### src/rtl/sram_fifo_pkg.sv
// Shared defaults and small helpers for the SRAM-backed latency FIFO.
// Counter sizing and wrap arithmetic live here so non-power-of-2 depths are handled in one place.
package sram_fifo_pkg;

  localparam int unsigned DEF_WIDTH   = 8;
  localparam int unsigned DEF_DEPTH   = 8;
  localparam int unsigned DEF_LATENCY = 5;

  // Bits needed to hold every value from 0 up to and including max_val.
  function automatic int unsigned cnt_width(input int unsigned max_val);
    return (max_val < 1) ? 1 : $clog2(max_val + 1);
  endfunction

  // Pointer increment with an explicit wrap, valid for any depth >= 1.
  function automatic int unsigned wrap_inc(input int unsigned ptr, input int unsigned depth);
    return (ptr >= depth - 1) ? 0 : ptr + 1;
  endfunction

endpackage

### src/rtl/sram_fifo_obuf.sv
// Small synchronous circular buffer that catches SRAM read returns.
// Callers guarantee no write when full and no read when empty.
module sram_fifo_obuf
  import sram_fifo_pkg::*;
#(
  parameter int unsigned WIDTH = DEF_WIDTH,
  parameter int unsigned DEPTH = DEF_LATENCY + 2
) (
  input  logic             clk_i,
  input  logic             rst_ni,
  input  logic             wr_en,
  input  logic [WIDTH-1:0] wr_data,
  input  logic             rd_en,
  output logic [WIDTH-1:0] rd_data,
  output logic             empty
);

  localparam int unsigned PTR_W = (DEPTH > 1) ? $clog2(DEPTH) : 1;
  localparam int unsigned CNT_W = cnt_width(DEPTH);

  logic [WIDTH-1:0] mem [DEPTH];
  logic [PTR_W-1:0] wr_ptr;
  logic [PTR_W-1:0] rd_ptr;
  logic [CNT_W-1:0] count;
  logic             full;

  assign empty   = (count == '0);
  assign full    = (count == CNT_W'(DEPTH));
  assign rd_data = mem[rd_ptr];

  // NOTE: storage has no reset; count/empty gate every read, so stale contents are never observed.
  always_ff @(posedge clk_i) begin
    if (wr_en) mem[wr_ptr] <= wr_data;
  end

  // NOTE: sequential state uses <= so every register sees pre-edge values of its neighbours.
  always_ff @(posedge clk_i or negedge rst_ni) begin
    if (!rst_ni) begin
      wr_ptr <= '0;
      rd_ptr <= '0;
      count  <= '0;
    end else begin
      if (wr_en) wr_ptr <= PTR_W'(wrap_inc(32'(wr_ptr), DEPTH));
      if (rd_en) rd_ptr <= PTR_W'(wrap_inc(32'(rd_ptr), DEPTH));
      case ({wr_en, rd_en})
        2'b10:   count <= count + CNT_W'(1);
        2'b01:   count <= count - CNT_W'(1);
        default: ;
      endcase
    end
  end

  // Credit accounting upstream must make these impossible.
  a_no_overflow: assert property (@(posedge clk_i) disable iff (!rst_ni)
    !(wr_en && full && !rd_en));
  a_no_underflow: assert property (@(posedge clk_i) disable iff (!rst_ni)
    !(rd_en && empty));

endmodule

### src/rtl/sram_latency_fifo_ctrl.sv
// FIFO controller wrapped around a fixed-latency dual-port SRAM: push side writes the SRAM,
// credit-limited reads stream into a small output buffer that feeds the pop side.
module sram_latency_fifo_ctrl
  import sram_fifo_pkg::*;
#(
  parameter int unsigned WIDTH      = DEF_WIDTH,
  parameter int unsigned DEPTH      = DEF_DEPTH,
  parameter int unsigned LATENCY    = DEF_LATENCY,
  parameter int unsigned OBUF_DEPTH = LATENCY + 2,
  parameter int unsigned ADDR_W     = $clog2(DEPTH)
) (
  input  logic              clk_i,
  input  logic              rst_ni,
  input  logic              push_vld_i,
  output logic              push_rdy_o,
  input  logic [WIDTH-1:0]  push_data_i,
  output logic              pop_vld_o,
  input  logic              pop_rdy_i,
  output logic [WIDTH-1:0]  pop_data_o,
  output logic              sram_wen_o,
  output logic [ADDR_W-1:0] sram_waddr_o,
  output logic [WIDTH-1:0]  sram_wdata_o,
  output logic              sram_ren_o,
  output logic [ADDR_W-1:0] sram_raddr_o,
  input  logic [WIDTH-1:0]  sram_rdata_i,
  input  logic              sram_vld_i
);

  localparam int unsigned CNT_W   = cnt_width(DEPTH);
  localparam int unsigned CRD_W   = cnt_width(OBUF_DEPTH);
  localparam int unsigned FLUSH_W = cnt_width(LATENCY);

  logic [ADDR_W-1:0]  wptr;
  logic [ADDR_W-1:0]  rptr;
  logic [CNT_W-1:0]   sram_cnt;
  logic [CNT_W-1:0]   sram_cnt_nxt;
  logic [CRD_W-1:0]   credits;
  logic [CRD_W-1:0]   credits_nxt;
  logic [FLUSH_W-1:0] flush_cnt;
  logic               flushing;
  logic               push_acc;
  logic               pop_hs;
  logic               capture;
  logic               obuf_empty;
  logic [WIDTH-1:0]   obuf_data;

  // After reset, returns still in the SRAM pipeline are stale; hold everything off until they drain.
  assign flushing = (flush_cnt != '0);

  assign push_rdy_o   = !flushing && (sram_cnt < CNT_W'(DEPTH));
  assign push_acc     = push_vld_i && push_rdy_o;
  assign sram_wen_o   = push_acc;
  assign sram_waddr_o = wptr;
  assign sram_wdata_o = push_acc ? push_data_i : '0;

  // A read is issued only when its return already has a reserved slot in the output buffer.
  assign sram_ren_o   = !flushing && (sram_cnt != '0) && (credits != '0);
  assign sram_raddr_o = rptr;

  assign capture    = sram_vld_i && !flushing;
  assign pop_vld_o  = !obuf_empty;
  assign pop_hs     = pop_vld_o && pop_rdy_i;
  assign pop_data_o = pop_vld_o ? obuf_data : '0;

  // NOTE: next-state values take their hold defaults first, so no path through the block infers a latch.
  always_comb begin
    sram_cnt_nxt = sram_cnt;
    credits_nxt  = credits;
    case ({push_acc, sram_ren_o})
      2'b10:   sram_cnt_nxt = sram_cnt + CNT_W'(1);
      2'b01:   sram_cnt_nxt = sram_cnt - CNT_W'(1);
      default: ;
    endcase
    case ({sram_ren_o, pop_hs})
      2'b10:   credits_nxt = credits - CRD_W'(1);
      2'b01:   credits_nxt = credits + CRD_W'(1);
      default: ;
    endcase
  end

  always_ff @(posedge clk_i or negedge rst_ni) begin
    if (!rst_ni) begin
      wptr      <= '0;
      rptr      <= '0;
      sram_cnt  <= '0;
      credits   <= CRD_W'(OBUF_DEPTH);
      flush_cnt <= FLUSH_W'(LATENCY);
    end else begin
      if (flushing)   flush_cnt <= flush_cnt - FLUSH_W'(1);
      if (push_acc)   wptr      <= ADDR_W'(wrap_inc(32'(wptr), DEPTH));
      if (sram_ren_o) rptr      <= ADDR_W'(wrap_inc(32'(rptr), DEPTH));
      sram_cnt <= sram_cnt_nxt;
      credits  <= credits_nxt;
    end
  end

  sram_fifo_obuf #(
    .WIDTH (WIDTH),
    .DEPTH (OBUF_DEPTH)
  ) u_obuf (
    .clk_i   (clk_i),
    .rst_ni  (rst_ni),
    .wr_en   (capture),
    .wr_data (sram_rdata_i),
    .rd_en   (pop_hs),
    .rd_data (obuf_data),
    .empty   (obuf_empty)
  );

  a_credit_bound: assert property (@(posedge clk_i) disable iff (!rst_ni)
    credits <= CRD_W'(OBUF_DEPTH));
  a_sram_bound: assert property (@(posedge clk_i) disable iff (!rst_ni)
    sram_cnt <= CNT_W'(DEPTH));

endmodule

### config.mk
export PLATFORM = sky130hd
export DESIGN_NAME = sram_latency_fifo_ctrl
export DESIGN_NICKNAME = d
export VERILOG_FILES = /design/src/rtl/sram_fifo_pkg.sv /design/src/rtl/sram_fifo_obuf.sv /design/src/rtl/sram_latency_fifo_ctrl.sv
export SDC_FILE = /design/constraint.sdc
export NUM_CORES = 1
export LEC_CHECK = 0
export CAP_MARGIN = 5
export CELL_PAD_IN_SITES_DETAIL_PLACEMENT = 1
export CELL_PAD_IN_SITES_GLOBAL_PLACEMENT = 1
export CORE_MARGIN = 3
export CORE_UTILIZATION = 49
export CTS_CLUSTER_DIAMETER = 30
export DETAILED_ROUTE_END_ITERATION = 8
export PLACE_DENSITY = 0.88
export RECOVER_POWER = 100
export SETUP_SLACK_MARGIN = 0.2
export SLEW_MARGIN = 20
export SYNTH_ARGS = -nofsm -noshare
export SYNTH_HDL_FRONTEND = slang
export SYNTH_SLANG_ARGS = --single-unit
### constraint.sdc
create_clock -name clk_i -period 5.8 [get_ports clk_i]
set_input_delay 1.74 -clock clk_i [delete_from_list [all_inputs] [get_ports clk_i]]
set_output_delay 1.74 -clock clk_i [all_outputs]
set_load 0.02 [all_outputs]
==> results of run 1 <==
-- synthesized netlist by cell type, drive strengths merged (7+ instances only) --
cell type and instances:
dfrtp 20, mux2i 18, ha 15, nor3 11, nand2 24, xor2 7, inv 15, edfxtp 56
o21ai 20, mux4 8, and3 8, nor2 15
-- routing by layer --
| metal | GRT usage | vias to the layer above | wire length, um |
|---|---|---|---|
| met5 | 0 | - | 0 |
| met4 | 0.08181 | 0 | 122 |
| met3 | 0.04143 | 13 | 327 |
| met2 | 0.3773 | 57 | 4657 |
| met1 | 0.2794 | 1186 | 3615 |
| li1 | - | 1070 | - |
-- power breakdown --
part | switching [W] | total, W | internal, W
Combinational | 0.000509 | 0.000952 | 0.000443
Clock | 0.000215 | 0.000504 | 0.000289
Sequential | 0.000182 | 0.000946 | 0.000764
-- worst max-delay path: cells and delay by family --
kind | cells | cell delay (ps)
buffers and inverters | 2 | 1340
and+or+nand+nor | 1 | 240
-- area by class of cell --
| cell class | instances | area, um2 |
|---|---|---|
| Inverter | 15 | 56.30 |
| Clock buffer | 10 | 127.6 |
| Sequential cell | 81 | 2313 |
| Fill cell | 756 | 2821 |
| Tap cell | 99 | 123.9 |
| Timing Repair Buffer | 53 | 486.7 |
| Clock inverter | 6 | 115.1 |
| Multi-Input combinational cell | 160 | 1247 |
-- worst paths after layout --
kind | end | slack [ps] | cells after the start
min reg2reg | flush_cnt[0] | 510 | 1
max in group asynchronous | sram_cnt[1] | 2740 | 2
max reg2reg | sram_cnt[2] | 2680 | 12
max | sram_wen_o | 740 | 3
min | flush_cnt[0] | 510 | 1
min in group asynchronous | u_obuf.wr_ptr[2] | 2240 | 2
-- cells in the final DEF (no fill, tap or decap), types with 9 or more instances in the layout --
| cell | Yosys | routed |
|---|---|---|
| edfxtp_1 | 56 | 56 |
| dlygate4sd3_1 | 0 | 35 |
| nand2_1 | 24 | 24 |
| o21ai_0 | 20 | 20 |
| dfrtp_1 | 20 | 20 |
| mux2i_1 | 18 | 18 |
| nor2_1 | 15 | 15 |
| ha_1 | 15 | 15 |
| inv_1 | 11 | 14 |
| clkdlybuf4s50_1 | 0 | 11 |
| nor3_1 | 8 | 10 |
| clkbuf_8 | 0 | 9 |
-- state kept, by name, summed over array words and instances, names as in the netlist --
signal,count
u_obuf.mem,56
sram_cnt,4
credits,3
flush_cnt,3
sram_raddr_o,3
sram_waddr_o,3
u_obuf.count,3
u_obuf.rd_ptr,3
u_obuf.wr_ptr,3
-- stage by stage --
step / instances / instance area, um2 / utilization / total power [W]
global route: 424 / 4471 / 0.6131 / 0.002557
CTS: 424 / 4539 / 0.6225 / 0.002498
global placement: 408 / 4297 / 0.5892 / 0.001886
finish: 424 / 4471 / 0.6131 / 0.002401
detailed placement: 408 / 4297 / 0.5892 / 0.001976
floorplan: 263 / 3700 / - / 0.001573
-- logic make-up after synthesis --
kind of cell    Yosys count  synth area share
simple gates             77            0.1136
mux                      29            0.1075
compound gates           25           0.03754
flops                    81            0.6253
xor+xnor                 12           0.02841
fa+ha+maj                17           0.06155
buf+inv                  22           0.02604
==> qor.yml, run 1 <==
fin_skew_ps: 6.274
grt_pass1_vias: 2606
slowest_stage: "dlygate4sd3_1"
synthFlopType: "edfxtp_1"
overflow: 0
pwr_density_cell_mw_per_mm2: 537.1
synth-seq-cells: 81
drc: 0
regToRegStartpoint: "flush_cnt[1]"
crit_start: "push_vld_i"
relSlewSlack: 0.06639
dr.pass1.iters: 4
place_congestion: 0.7934
cp_common_cell: "dlygate4sd3_1"
die_y_um: 92.90
antenna_found_initial: 0
drive_gt1_frac: 0.1015
initial_core_util: 0.5074
rsz0062_at_grt: "false"
grt_pass1_wl_mm: 14.18
drv_cap: 0
grt_max_degree: 30
synth-seq-area-share: 0.6253
clk_latency_ps: 350
die_w_um: 92.90
ant_nets: 0
syn_inst: 263
slew_viol_final: 0
drt_iter0_drc: 111
hold_buffers: 0
yosysUniqueCellTypes: 39
clk_pin_slew_ps: 80
hpwl_mm: 5.829
cp_cell_sequence: "dlygate4sd3_1 > and2_0 > dlygate4sd3_1"
netlist.area_leader.share: 0.4545
crit_type: "input port to primary output"
syn_nets: 301
fmax_mhz: 197.6
synthArstFlopShare: 0.3086
hold_violations: 0
vias_per_cell: 5.486
layout_worst_path_cycle_share: 0.8727
nets: 358
finalWirelength_mm: 8.723
max_stage_delay_ps: 700
cts_buffer_depth: 2
areaGrowthSynthToFinish_pct: 20.83
htree_levels: 3
crit_path_max_fanout: 9
required_ps: 4060
cts_resized: 0
ys_warn_count: 0
vias: 2326
setup_tns_ps: 0
cts_setup_buffers: 0
cts_tree: "yes"
synth_top_area_cell: "edfxtp_1"
yosys-top-cells-area: "edfxtp_1 (45%), dfrtp_1 (14%), ha_1 (5.1%)"
critPathCaptureType: "primary output"
leakage_nw: 1.730
hp-class: "flip-flop to flip-flop"
setup_slack_ps: 738.6
grtUsageTotal: 0.2207
cp.arrival_ps: 3320
fin_hold_ws_ps: 512.0
setup_viol: 0
die-area_mm2: 0.008629
min_from: "flush_cnt[0]"
rows: 31
n_antenna_cell: 0
coreArea_mm2: 0.007292
numCtsBuffers: 9
status: "complete, no violations"
cts.sinks: 81
period_minus_slack_ps: 5061
netlist_area_mm2: 0.003700
irDropWorstVdd_v: 0.0001990
critPathLaunchType: "input port"
worst_pin_slew_ps: 1400
numPortBuffers: 46
wl_per_cell_um: 20.57
cts_root_buf: "clkbuf_8"
syn_area_per_cell_um2: 14.07
io_pins: 47
dpl_worst_slack_ps: 943.9
synth_edf_count: 56
Note: power is estimated with default switching activity, not from simulation.
==> run 2, diff against run 1 <==
CTS_BUF_LIST = sky130_fd_sc_hd__clkbuf_16   (was not set)
PLACE_DENSITY = 0.92   (was 0.88)
==> qor.yml, run 2 (synthesized netlist as in run 1, its figures left out) <==
coreArea_mm2: 0.007292  # unchanged
top_layer_used: "met4"
top_regs: "u_obuf.mem: 56 flops, sram_cnt: 4 flops"
wl_per_cell_um: 20.76  # +0.93%
cts_tree: "yes"
vias_per_cell: 5.563  # +1.4%
cp_common_cell: "dlygate4sd3_1"
setup_tns_ps: 0  # unchanged
violations: "max-capacitance violations"
rsz0062_at_grt: "false"
dr_wl_met2_mm: 4.625  # -0.69%
grt_pass1_wl_mm: 14.02  # -1.1%
leakage_nw: 1.742  # +0.68%
grt_max_degree: 30  # unchanged
overflow: 0  # unchanged
period_minus_slack_ps: 5077  # +15.97 ps
n_antenna_cell: 0  # unchanged
clk_pin_slew_ps: 60  # -20 ps
setup_viol: 0  # unchanged
critPathCaptureType: "primary output"
vias: 2353  # +1.2%
slew_viol_final: 0  # unchanged
fin_util: 0.6155  # +0.002402
nets: 358  # unchanged
die_w_um: 92.90  # unchanged
layout_worst_path_cycle_share: 0.8754  # +0.002753
initial_core_util: 0.5074  # unchanged
required_ps: 4060  # about the same
worst_pin_slew_ps: 1480  # +79.28 ps
largest_register: "u_obuf.mem"
wl_met3_um: 383  # +17%
crit_path_max_fanout: 9  # unchanged
io_pins: 47  # unchanged
drv_cap: 1  # +1
hold_buffers: 0  # unchanged
hold_violations: 0  # unchanged
areaGrowthSynthToFinish_pct: 21.31
fin_skew_ps: 5.165  # -1.108 ps
max_stage_delay_ps: 700  # about the same
cts_root_buf: "clkbuf_16"
numPortBuffers: 46  # unchanged
fmax_mhz: 197.0  # -0.31%
cp_cell_sequence: "dlygate4sd3_1 > and2_0 > dlygate4sd3_1"
grt_pass1_vias: 2640  # +1.3%
pwr_density_cell_mw_per_mm2: 535.5  # -0.29%
finalWirelength_mm: 8.783  # +0.69%
cts_resized: 0  # unchanged
critPathLaunchType: "input port"
grtUsageTotal: 0.2206  # about the same
numCtsBuffers: 9  # unchanged
fillCellCount: 750  # -0.79%
hp-class: "flip-flop to flip-flop"
antenna_found_initial: 0  # unchanged
drt_iter0_drc: 159  # +43%
cp.arrival_ps: 3340  # +20 ps
wirelength_met1_mm: 3.577  # -1.1%
irDropWorstVdd_v: 0.0002026  # +1.8%
rows: 31  # unchanged
slowest_stage: "dlygate4sd3_1"
relSlewSlack: 0.005946  # -0.06044
mostFrequentLayoutCells: "edfxtp_1 (56), dlygate4sd3_1 (35), nand2_1 (24), o21ai_0 (20), dfrtp_1 (20)"
crit_type: "input port to primary output"
die_y_um: 92.90  # unchanged
clk_latency_ps: 330  # -20 ps
status: "finished, violations left"
ff2ff_setup_slack_ps: 2430  # -250 ps
drc: 0  # unchanged
final_common_cell: "edfxtp_1"
hpwl_mm: 5.924  # +1.6%
cts_setup_buffers: 0  # unchanged
cts.sinks: 81  # unchanged
crit_buf_inv: 2  # unchanged
die-area_mm2: 0.008629  # unchanged
critPathTopFamily: "buffers and inverters"
cts_buffer_depth: 2  # unchanged
place_congestion: 0.7423  # -6.4%
htree_levels: 3  # unchanged
drive_gt1_frac: 0.09877  # -0.002773
largest_register_ffs: 56  # unchanged
dr.pass1.iters: 4  # unchanged
ant_nets: 0  # unchanged
==> run 2: changes by cell type in the layout (fill, tap and decap cells not counted), sizes merged <==
cell / change
clkbuf: -1
clkinv: +3
bufinv: -3
==> run 2: layout make-up <==
cell class / count / area (um2) / share of cell area
repair buffers: 53 / 486.7 / 0.1084
multi-input cells: 160 / 1247 / 0.2779
clock buffers: 9 / 225.2 / 0.05018
clock inverters: 6 / 35.03 / 0.007806
flip-flops and latches: 81 / 2313 / 0.5155
well taps: 99 / 123.9 / 0.02760
inverters: 15 / 56.30 / 0.01255
==> run 2: final timing paths <==
path,start,end,depth (start not counted)
hold reg to reg,u_obuf.count[2],u_obuf.count[2],1
min in group asynchronous,rst_ni,sram_waddr_o[2],2
setup / recovery,push_vld_i,sram_wen_o,3
max in group asynchronous,rst_ni,u_obuf.rd_ptr[0],2
setup reg to reg,flush_cnt[1],sram_cnt[2],12
hold / removal,u_obuf.count[2],u_obuf.count[2],1
==> run 2: through the flow <==
stage               power [W]  hold WS [ps]  instances  area (um2)  setup WS [ps]
floorplan            0.001573         470.2        263        3700           2074
global placement     0.001884         476.3        408        4297          948.2
detailed placement   0.001978         491.2        408        4297          903.2
CTS                  0.002496         500.9        423        4557          904.0
global route         0.002555         527.9        423        4488          645.2
finish               0.002404         490.1        423        4488          722.6
==> run 2: report_power, final <==
part	internal, W	leakage (nW)	switching (W)
Sequential	0.000765	0.807	0.000180
Combinational	0.000444	0.806	0.000513
Clock	0.000285	0.129	0.000216
Total	0.00149	1.74	0.000910
==> run 2: metal layers <==
metal / vias to the layer above / global-route usage
li1: 1069 / -
met1: 1206 / 0.2716
met2: 63 / 0.3779
met3: 15 / 0.05443
met4: 0 / 0.07814
met5: - / 0
